`src/rtl/oflow_buffer_read_ctrl_pkg.sv`:
```
// rtl/oflow_buffer_read_ctrl_pkg.sv - shared MEM-buffer sizes, read FSM states and slot helpers
package oflow_buffer_read_ctrl_pkg;

  localparam int HIST_DEPTH    = 5;
  localparam int ROWS_PER_SLOT = 16;
  localparam int SLOT_W        = 3;
  localparam int ROW_W         = 4;
  localparam int ADDR_W        = 7;
  localparam int FRAME_NUM_W   = 16;
  localparam int NHIST_W       = 4;

  typedef enum logic [2:0] {
    IDLE   = 3'd0,
    LOAD   = 3'd1,
    READ   = 3'd2,
    NEXT   = 3'd3,
    FINISH = 3'd4
  } rd_state_e;

  // Previous (older) slot in the circular buffer, 0 wraps to HIST_DEPTH-1.
  function automatic logic [SLOT_W-1:0] slot_prev(input logic [SLOT_W-1:0] s);
    if (s == '0) begin
      return SLOT_W'(HIST_DEPTH - 1);
    end
    return s - 1'b1;
  endfunction

endpackage

```
`src/rtl/oflow_slot_addr_gen.sv`:
```
// rtl/oflow_slot_addr_gen.sv - slot wrap-decrement and buffer row address formation
module oflow_slot_addr_gen
  import oflow_buffer_read_ctrl_pkg::*;
(
  input  logic [SLOT_W-1:0] cur_slot,
  input  logic [SLOT_W-1:0] slot,
  input  logic [SLOT_W-1:0] peek_slot,
  input  logic [ROW_W-1:0]  row,
  output logic [SLOT_W-1:0] first_slot,
  output logic [SLOT_W-1:0] slot_dec,
  output logic [SLOT_W-1:0] peek_dec,
  output logic [ADDR_W-1:0] addr
);

  // Newest history frame sits just behind the slot being written; the
  // address is slot base plus row, all at ADDR_W width.
  always_comb begin
    first_slot = slot_prev(cur_slot);
    slot_dec   = slot_prev(slot);
    peek_dec   = slot_prev(peek_slot);
    addr       = ADDR_W'(slot) * ADDR_W'(ROWS_PER_SLOT) + ADDR_W'(row);
  end

endmodule

```
`src/rtl/oflow_buffer_read_ctrl.sv`:
```
// rtl/oflow_buffer_read_ctrl.sv - history-frame read sequencer feeding the MEM-to-PE interface
module oflow_buffer_read_ctrl
  import oflow_buffer_read_ctrl_pkg::*;
(
  input  logic                   clk,
  input  logic                   reset_N,
  input  logic                   start,
  input  logic [FRAME_NUM_W-1:0] frame_num,
  input  logic [NHIST_W-1:0]     num_of_history_frames,
  input  logic [SLOT_W-1:0]      cur_slot,
  output logic [SLOT_W-1:0]      slot_sel,
  input  logic [ROW_W:0]         rows_in_slot,
  input  logic                   pe_ready,
  output logic                   rd_en,
  output logic [ADDR_W-1:0]      rd_addr,
  output logic                   data_valid,
  output logic [NHIST_W-1:0]     counter_of_history_frame_to_interface,
  output logic                   last_row,
  output logic                   busy,
  output logic                   done
);

  rd_state_e             state_q, state_d;
  logic [NHIST_W-1:0]    h_q, n_eff_q, pk_h_q, n_eff_new;
  logic [SLOT_W-1:0]     slot_q, pk_slot_q;
  logic [SLOT_W-1:0]     first_slot, slot_dec, peek_dec;
  logic [ROW_W-1:0]      row_q;
  logic [ROW_W:0]        row_cnt_q;
  logic [ADDR_W-1:0]     addr;
  logic                  pk_done_q, pk_any_q, no_more_q, busy_q, done_q;
  logic                  dv_q, last_q;
  logic [NHIST_W-1:0]    hist_q;
  logic [FRAME_NUM_W-1:0] n_lim;
  logic                  final_row, look_hit, look_known, more_frames, last_issue;

  oflow_slot_addr_gen u_addr_gen (
    .cur_slot   (cur_slot),
    .slot       (slot_q),
    .peek_slot  (pk_slot_q),
    .row        (row_q),
    .first_slot (first_slot),
    .slot_dec   (slot_dec),
    .peek_dec   (peek_dec),
    .addr       (addr)
  );

  // Effective depth: never deeper than requested, than frames seen, or than the buffer holds.
  always_comb begin
    n_lim = FRAME_NUM_W'(num_of_history_frames);
    if (frame_num < n_lim) begin
      n_lim = frame_num;
    end
    if (n_lim > FRAME_NUM_W'(HIST_DEPTH - 1)) begin
      n_lim = FRAME_NUM_W'(HIST_DEPTH - 1);
    end
    n_eff_new = NHIST_W'(n_lim);
  end

  // Lookahead over older frames: last_row must mark the final row of the final
  // non-empty frame, so while a frame is read the spare lookup port scans the
  // older slots. The final row of a frame is held back until that scan resolves.
  always_comb begin
    final_row   = ({1'b0, row_q} == (row_cnt_q - 1'b1));
    look_hit    = !pk_done_q && (rows_in_slot != '0);
    look_known  = pk_done_q || (rows_in_slot != '0) || (pk_h_q == n_eff_q);
    more_frames = pk_any_q || look_hit;
  end

  // Next-state and issue logic.
  always_comb begin
    state_d  = state_q;
    rd_en    = 1'b0;
    slot_sel = '0;
    case (state_q)
      IDLE: begin
        if (start) begin
          state_d = (n_eff_new == '0) ? FINISH : LOAD;
        end
      end
      LOAD: begin
        slot_sel = slot_q;
        state_d  = (rows_in_slot == '0) ? NEXT : READ;
      end
      READ: begin
        slot_sel = pk_slot_q;
        if (pe_ready && (!final_row || look_known)) begin
          rd_en = 1'b1;
          if (final_row) begin
            state_d = NEXT;
          end
        end
      end
      NEXT: begin
        state_d = ((h_q == n_eff_q) || no_more_q) ? FINISH : LOAD;
      end
      FINISH: begin
        if (!dv_q) begin
          state_d = IDLE;
        end
      end
      default: state_d = IDLE;
    endcase
    rd_addr    = rd_en ? addr : '0;
    last_issue = rd_en && final_row && !more_frames;
  end

  // Control state: pass parameters, frame/row walk, lookahead scan, busy/done.
  always_ff @(posedge clk or negedge reset_N) begin
    if (!reset_N) begin
      state_q   <= IDLE;
      h_q       <= '0;
      n_eff_q   <= '0;
      slot_q    <= '0;
      row_q     <= '0;
      row_cnt_q <= '0;
      pk_h_q    <= '0;
      pk_slot_q <= '0;
      pk_done_q <= 1'b0;
      pk_any_q  <= 1'b0;
      no_more_q <= 1'b0;
      busy_q    <= 1'b0;
      done_q    <= 1'b0;
    end else begin
      state_q <= state_d;
      done_q  <= 1'b0;
      case (state_q)
        IDLE: begin
          if (start) begin
            n_eff_q   <= n_eff_new;
            slot_q    <= first_slot;
            h_q       <= NHIST_W'(1);
            row_q     <= '0;
            no_more_q <= 1'b0;
            busy_q    <= 1'b1;
          end
        end
        LOAD: begin
          row_cnt_q <= rows_in_slot;
          row_q     <= '0;
          pk_h_q    <= h_q + 1'b1;
          pk_slot_q <= slot_dec;
          pk_done_q <= (h_q == n_eff_q);
          pk_any_q  <= 1'b0;
          no_more_q <= 1'b0;
        end
        READ: begin
          if (!pk_done_q) begin
            if (rows_in_slot != '0) begin
              pk_done_q <= 1'b1;
              pk_any_q  <= 1'b1;
            end else if (pk_h_q == n_eff_q) begin
              pk_done_q <= 1'b1;
            end else begin
              pk_h_q    <= pk_h_q + 1'b1;
              pk_slot_q <= peek_dec;
            end
          end
          if (rd_en) begin
            row_q <= row_q + 1'b1;
            if (final_row) begin
              no_more_q <= !more_frames;
            end
          end
        end
        NEXT: begin
          if (!((h_q == n_eff_q) || no_more_q)) begin
            h_q    <= h_q + 1'b1;
            slot_q <= slot_dec;
          end
        end
        FINISH: begin
          if (!dv_q) begin
            done_q <= 1'b1;
            busy_q <= 1'b0;
          end
        end
        default: ;
      endcase
    end
  end

  // One-cycle alignment pipe matching the buffer read latency.
  always_ff @(posedge clk or negedge reset_N) begin
    if (!reset_N) begin
      dv_q   <= 1'b0;
      last_q <= 1'b0;
      hist_q <= '0;
    end else begin
      dv_q   <= rd_en;
      last_q <= last_issue;
      if (rd_en) begin
        hist_q <= h_q;
      end
    end
  end

  assign data_valid                            = dv_q;
  assign last_row                              = last_q;
  assign counter_of_history_frame_to_interface = hist_q;
  assign busy                                  = busy_q;
  assign done                                  = done_q;

endmodule

```
`config.mk`:
```
export PLATFORM = sky130hd
export DESIGN_NAME = oflow_buffer_read_ctrl
export DESIGN_NICKNAME = d
export VERILOG_FILES = /design/src/rtl/oflow_buffer_read_ctrl_pkg.sv /design/src/rtl/oflow_slot_addr_gen.sv /design/src/rtl/oflow_buffer_read_ctrl.sv
export SDC_FILE = /design/constraint.sdc
export NUM_CORES = 1
export LEC_CHECK = 0
export BUFFER_PORTS_ARGS = -buffer_cell sky130_fd_sc_hd__clkbuf_2
export CORE_ASPECT_RATIO = 0.8
export CORE_MARGIN = 3
export CORE_UTILIZATION = 50
export DETAILED_ROUTE_END_ITERATION = 6
export GPL_TIMING_DRIVEN = 0
export PLACE_DENSITY = 0.73
export SLEW_MARGIN = 20
export SYNTH_ARGS = -nofsm -noshare
export SYNTH_HDL_FRONTEND = slang
export SYNTH_SLANG_ARGS = --single-unit
```
`constraint.sdc`:
```
create_clock -name clk -period 4 [get_ports clk]
set_clock_uncertainty 0.2 [all_clocks]
set_input_delay 1.2 -clock clk [delete_from_list [all_inputs] [get_ports clk]]
set_output_delay 1.2 -clock clk [all_outputs]
set_load 0.05 [all_outputs]
```
==> run_results.csv, run 1 <==
group,metric,value,unit
cts,ctsHtreeMaxLevel,2,
sta,finalHoldViolCount,0,
cts,hold_buffers,0,
sta,setup_tns,-0.488,ns
sta,slew_violations,0,
route,drc,0,
sta,setup_violations,8,
worst_setup_path,path_buf_inv,3,
cts,cts_tree,"yes",
route,drt_iter0_drc,143,
layout,final_nets,370,
worst_setup_path,start_kind,"primary input",
cts,cts_root_buffer,"clkbuf_8",
route,drt-met1-wl,2780,um
sta,max_slew_margin,39.0,%
layout,instances_no_fill,389,
layout,fillers,360,
worst_setup_path,crit_fanout,8,
die,ioPinCount,51,
cts,cts-buffers-inserted,5,
route,met2WireLength,2950,um
die,fp.dieW,84.8,um
synthesis,yosysWarningCount,0,
outcome,violations,"setup timing",
route,detail-route-antenna-nets,0,
global_routing,grt_pass1_vias,2239,
global_routing,track_usage,21.7,%
place,dp_hpwl,4120,um
pwr,powerDensity,704,mW/mm^2
worst_setup_path,ff2ff_setup_slack,1.25,ns
place,io_buffers,50,
worst_setup_path,path_cells,"buf_6 > or4_4 > nor4_4 > a21boi_2 > clkbuf_8 > and3_4 > clkbuf_16",
worst_setup_path,cp_data_required_time,2.60,ns
pwr,seqPwrFrac,33.1,%
layout,synthToLayoutAreaGrowth,26.6,%
synthesis,ys_seq_area_share,41.3,%
cts,clk_path_buf_depth,2,
route,met3WireLength,242,um
worst_setup_path,reg2reg_to,"pk_slot_q[1]",
worst_hold_path,worstHoldPathType,"reg -> reg",
pwr,p_comb_share,54.7,%
worst_hold_path,whs_path_depth,1,
cts,cts_sinks,41,
worst_setup_path,end_kind,"primary output",
route,wl_per_cell,15.5,um
worst_setup_path,path_delay_family,"simple AND/OR/NAND/NOR gates",
die,die-area,0.00585,mm^2
global_routing,antenna_found_initial,0,
die,placementRows,22,
synthesis,synth-edff-count,0,
place,placedCellCount,376,
worst_setup_path,crit_cells,7,
global_routing,grt_first_pass_wirelength,10400,um
synthesis,synthFlopType,"dfrtp_1",
outcome,outcome,"complete, but fails checks",
die,start_util,53.0,%
worst_setup_path,timing.rr.start,"n_eff_q[0]",
route,dr_total_vias,2199,
worst_setup_path,slowest_delay,0.55,ns
sta,tightest_slew,0.915,ns
place,dpl_cell_area,0.00282,mm^2
layout,num_antenna_cells,0,
pwr,pwr-share-clk,12.2,%
worst_setup_path,crit_arrival,2.67,ns
global_routing,grt_max_degree,42,
route,dr.pass1.iters,6,
cts,path_clk_slew,0.08,ns
sta,max_freq,246,MHz
synthesis,syn_area,0.00248,mm^2
worst_setup_path,crit_type,"in -> out",
pwr,switching_share,47.9,%
worst_setup_path,reg2reg_depth,8,
layout,drive_gt1_share,25.8,%
worst_setup_path,critPathSlowestCell,"or4_4",
die,die_h,69.0,um
pwr,p_sw,1.06,mW
route,finalWirelength,6050,um
pwr,leakagePower,1.53,nW
synthesis,async_flop_share,100,%
pwr,peakVddDrop,0.375,mV
synthesis,syn-num-nets,308,
place,gp_congestion,0.793,
synthesis,synth_cell_type_count,50,
layout,design_area,0.00314,mm^2
worst_setup_path,crit_path_start,"rows_in_slot[4]",
route,routed.top_layer,"met4",
synthesis,syn_inst,266,
die,core,0.00468,mm^2
sta,rsz0062_at_grt,"true",
route,vias_per_cell,5.65,
sta,fin_crit,4.07,ns
global_routing,grt_overflow,0,
synthesis,avgSynthCellArea,9.33,um^2
sta,period_share,102,%
flow_run,drv_cap,0,
cts,clk_latency,0.30,ns
pwr,internal_power,1.15,mW
synthesis,synth-seq-cells,41,
worst_setup_path,crit_end,"rd_addr[2]",
sta,fin_ws,-0.0726,ns
cell usage in the layout (no fill, tap or decap), types with 4 or more instances in the layout:
master	n
a21o_1	5
a21oi_1	14
and3_4	7
buf_4	6
clkbuf_1	11
clkbuf_16	5
clkbuf_2	40
clkbuf_8	7
dfrtp_1	41
ha_1	10
inv_1	13
mux2_1	7
mux2i_1	5
nand2_1	21
nand3_1	8
nor2_1	24
nor3_1	7
nor4_1	4
o21ai_0	5
o21ai_1	19
xnor2_1	6
xor2_1	9
worst register-to-register path: stages, from the launching register on:
cell	delay (ns)
dfrtp_1	0.44
xor2_1	0.18
nor4_1	0.54
nor4_4	0.10
buf_4	0.15
buf_4	0.14
o21ai_1	0.32
clkbuf_1	0.39
o22ai_1	0.15
kinds of logic after synthesis:
group,synth area share [%]
compound gates,16.3
xor+xnor,6.20
fa+ha+maj,5.04
buf+inv,3.93
flops,41.3
mux,5.65
simple gates,21.5
final cells by class:
cell class / instances / area [um^2] / share of cell area [%]
well taps: 60 / 75.1 / 2.39
clock buffers: 5 / 68.8 / 2.19
flip-flops and latches: 41 / 1030 / 32.6
clock inverters: 3 / 17.5 / 0.557
plain buffers: 12 / 55.1 / 1.75
inverters: 13 / 48.8 / 1.55
repair buffers: 56 / 430 / 13.7
multi-input cells: 199 / 1420 / 45.2
sequential cells by signal, indices dropped and copies added (netlist names), 4 cells and up:
signal,cells
row_cnt_q,5
counter_of_history_frame_to_interface,4
h_q,4
n_eff_q,4
pk_h_q,4
row_q,4
Yosys cell counts, types with 8 or more instances:
library cell / instances / area share [%]
o21ai_1: 19 / 3.8
inv_1: 13 / 2.0
nand3_1: 8 / 1.6
xor2_1: 9 / 3.2
clkbuf_1: 13 / 2.0
dfrtp_1: 41 / 41
and3_1: 9 / 2.3
ha_1: 10 / 5.0
nand2_1: 21 / 3.2
a21oi_1: 14 / 2.8
nor2_1: 24 / 3.6
stage by stage:
| stage | power [mW] | setup slack [ns] | hold WS [ns] | utilization [%] |
|---|---|---|---|---|
| after floorplan | 1.59 | -0.0427 | 0.225 | - |
| after global placement | 1.83 | -0.443 | 0.262 | 60.2 |
| after detailed placement | 1.87 | -0.481 | 0.261 | 60.2 |
| after CTS | 2.19 | -0.162 | 0.269 | 66.4 |
| after global routing | 2.40 | -0.137 | 0.318 | 67.2 |
| final | 2.21 | -0.0726 | 0.277 | 67.2 |
power by group through the flow:
stage                     Combinational [mW]  Sequential, mW  Clock [mW]
after floorplan                        0.823           0.764           0
after global placement                  1.11           0.725           0
after detailed placement                1.14           0.732           0
after CTS                               1.19           0.728       0.273
after global routing                    1.35           0.758       0.296
final                                   1.21           0.733       0.270
worst min path at each step:
stage / from / endpoint
after global routing: data_valid / done
final: data_valid / done
after floorplan: pk_any_q / last_row
after global placement: pk_any_q / last_row
after CTS: pk_any_q / last_row
after detailed placement: pk_any_q / last_row
repair_timing:
| item | in CTS | in global routing |
|---|---|---|
| setup endpoints to repair | 8 | 11 |
| pin swaps | 3 | 1 |
| buffers inserted | 4 | 2 |
| gates resized for setup | 35 | 5 |
routing by layer:
metal	vias to the layer above	global-route usage (%)
met2	42	35.4
met5	-	0
met3	9	4.78
li1	1063	-
met4	0	6.15
met1	1085	29.2
Note: power is estimated with default switching activity, not from simulation.
==> run 2, diff against run 1 <==
Clock period 4 ns to 4.6 ns, I/O delays scaled along.
==> run 2 against run 1 <==
Sequential share of layout area grew 1.7 points. Design area shrank 4.9%. Hold slack gained 0.0019 ns. Utilization shrank 3.3 points. Highest routed layer unchanged. The run now ends clean. Flip-flop and latch count is the same. Cell count shrank 1.3%. Die area is the same. First-iteration DRC count shrank 29%. Via count shrank 5.8%.
==> run_results.csv, run 2 (synthesis results as in run 1) <==
group,metric,value,unit
outcome,outcome,"finished clean",
cts,cts_tree,"yes",
cts,cts_sinks,41,
layout,fillers,412,
cts,clk_latency,0.29,ns
place,gp_congestion,0.805,
worst_setup_path,crit_type,"in -> out",
sta,fin_crit,4.53,ns
route,dr_total_vias,2071,
place,dp_hpwl,4000,um
cts,path_clk_slew,0.07,ns
worst_setup_path,reg2reg_depth,8,
flow_run,drv_cap,0,
die,fp.dieW,84.8,um
place,placedCellCount,376,
layout,final_util,63.9,%
sta,setup_violations,0,
route,finalWirelength,5470,um
place,dpl_cell_area,0.00281,mm^2
cts,cts_root_buffer,"clkbuf_8",
sta,setup_tns,0,ns
route,dr.pass1.iters,4,
cts,hold_buffers,0,
cts,clk_path_buf_depth,2,
worst_setup_path,start_kind,"primary input",
global_routing,grt_pass1_vias,1990,
layout,largest_reg_flops,5,
sta,slew_violations,0,
place,io_buffers,50,
layout,design_area,0.00299,mm^2
worst_setup_path,end_kind,"primary output",
layout,largest-register,"row_cnt_q",
sta,fin_ws,0.0671,ns
layout,mostFrequentLayoutCells,"dfrtp_1, clkbuf_2, nor2_1",
cts,cts-buffers-inserted,5,
worst_hold_path,worstHoldPathType,"reg -> reg",
sta,max_freq,221,MHz
die,start_util,53.0,%
sta,timing.hold.ws,0.279,ns
layout,final_nets,366,
global_routing,grt_first_pass_wirelength,9320,um
route,wl_per_cell,14.3,um
route,drc,0,
sta,tightest_slew,0.924,ns
sta,period_share,98.5,%
route,drt_iter0_drc,101,
pwr,p_total,1.87,mW
pwr,peakVddDrop,0.414,mV
global_routing,grt_max_degree,42,
layout,drive_gt1_share,21.6,%
route,vias_per_cell,5.39,
layout,num_antenna_cells,0,
worst_setup_path,crit_fanout,10,
die,core,0.00468,mm^2
sta,rsz0062_at_grt,"false",
worst_hold_path,whs_path_depth,1,
sta,max_slew_margin,38.3,%
global_routing,track_usage,19.6,%
layout,instances_no_fill,384,
worst_setup_path,cp_data_required_time,3.02,ns
sta,finalHoldViolCount,0,
worst_setup_path,crit_arrival,2.95,ns
place,dp_slack,-0.338,ns
die,ioPinCount,51,
layout,synthToLayoutAreaGrowth,20.5,%
pwr,powerDensity,625,mW/mm^2
cts,ctsHtreeMaxLevel,2,
global_routing,grt_overflow,0,
die,die_h,69.0,um
route,detail-route-antenna-nets,0,
die,placementRows,22,
die,die-area,0.00585,mm^2
global_routing,antenna_found_initial,0,
pwr,leakagePower,1.49,nW
run 2: cell count changes in the layout (fill, tap and decap cells not counted):
cell	delta
clkbuf_1	+1
buf_8	-2
clkbuf_16	-5
clkinvlp_4	-1
clkbuf_4	+2
clkbuf_8	+6
and3_1	+7
nor3b_1	+2
nor3b_2	-2
clkinv_2	-2
clkbuf_2	+1
and3_4	-7
buf_4	-4
buf_6	-1
run 2: power by group:
group / switching (mW) / total [mW] / internal (mW)
Combinational: 0.627 / 1.00 / 0.375
Sequential: 0.136 / 0.631 / 0.495
Clock: 0.117 / 0.236 / 0.119
run 2: repair_timing:
| action | in CTS | in global routing |
|---|---|---|
| buffers inserted | 1 | 1 |
| resized for setup | 21 | 0 |
| setup endpoints to repair | 8 | 8 |
| pin swaps | 1 | 1 |
run 2: path summary, 6_finish.rpt:
path | start | endpoint | slack [ns]
hold reg to reg | pk_any_q | last_row | 0.28
min in group asynchronous | reset_N | state_q[2] | 1.01
hold / removal | pk_any_q | last_row | 0.28
setup / recovery | rows_in_slot[0] | rd_addr[3] | 0.07
max in group asynchronous | reset_N | pk_h_q[2] | 2.63
setup reg to reg | pk_h_q[0] | pk_slot_q[1] | 1.78
run 2: worst max-delay path, cell delays in order:
cell and delay [ns]:
clkbuf_2 0.09, or4_4 0.56, nor4_4 0.20, a21boi_2 0.12, clkbuf_4 0.19, and3_1 0.21, clkbuf_8 0.18
run 2: cell type report:
class                   instances  area, um^2  share of cell area (%)
inverters                      13        48.8                    1.63
clock buffers                   7        86.3                    2.89
multi-input cells             199        1380                    46.0
well taps                      60        75.1                    2.51
repair buffers                 52         329                    11.0
plain buffers                  12        48.8                    1.63
flip-flops and latches         41        1030                    34.3
run 2: routing by layer:
metal  track usage, %  wire [um]  vias to the layer above
met5                0          0                        -
met2             29.7       2450                       39
met1             28.9       2790                      966
li1                 -          -                     1060
met4             4.39         42                        0
met3             3.94        189                        6
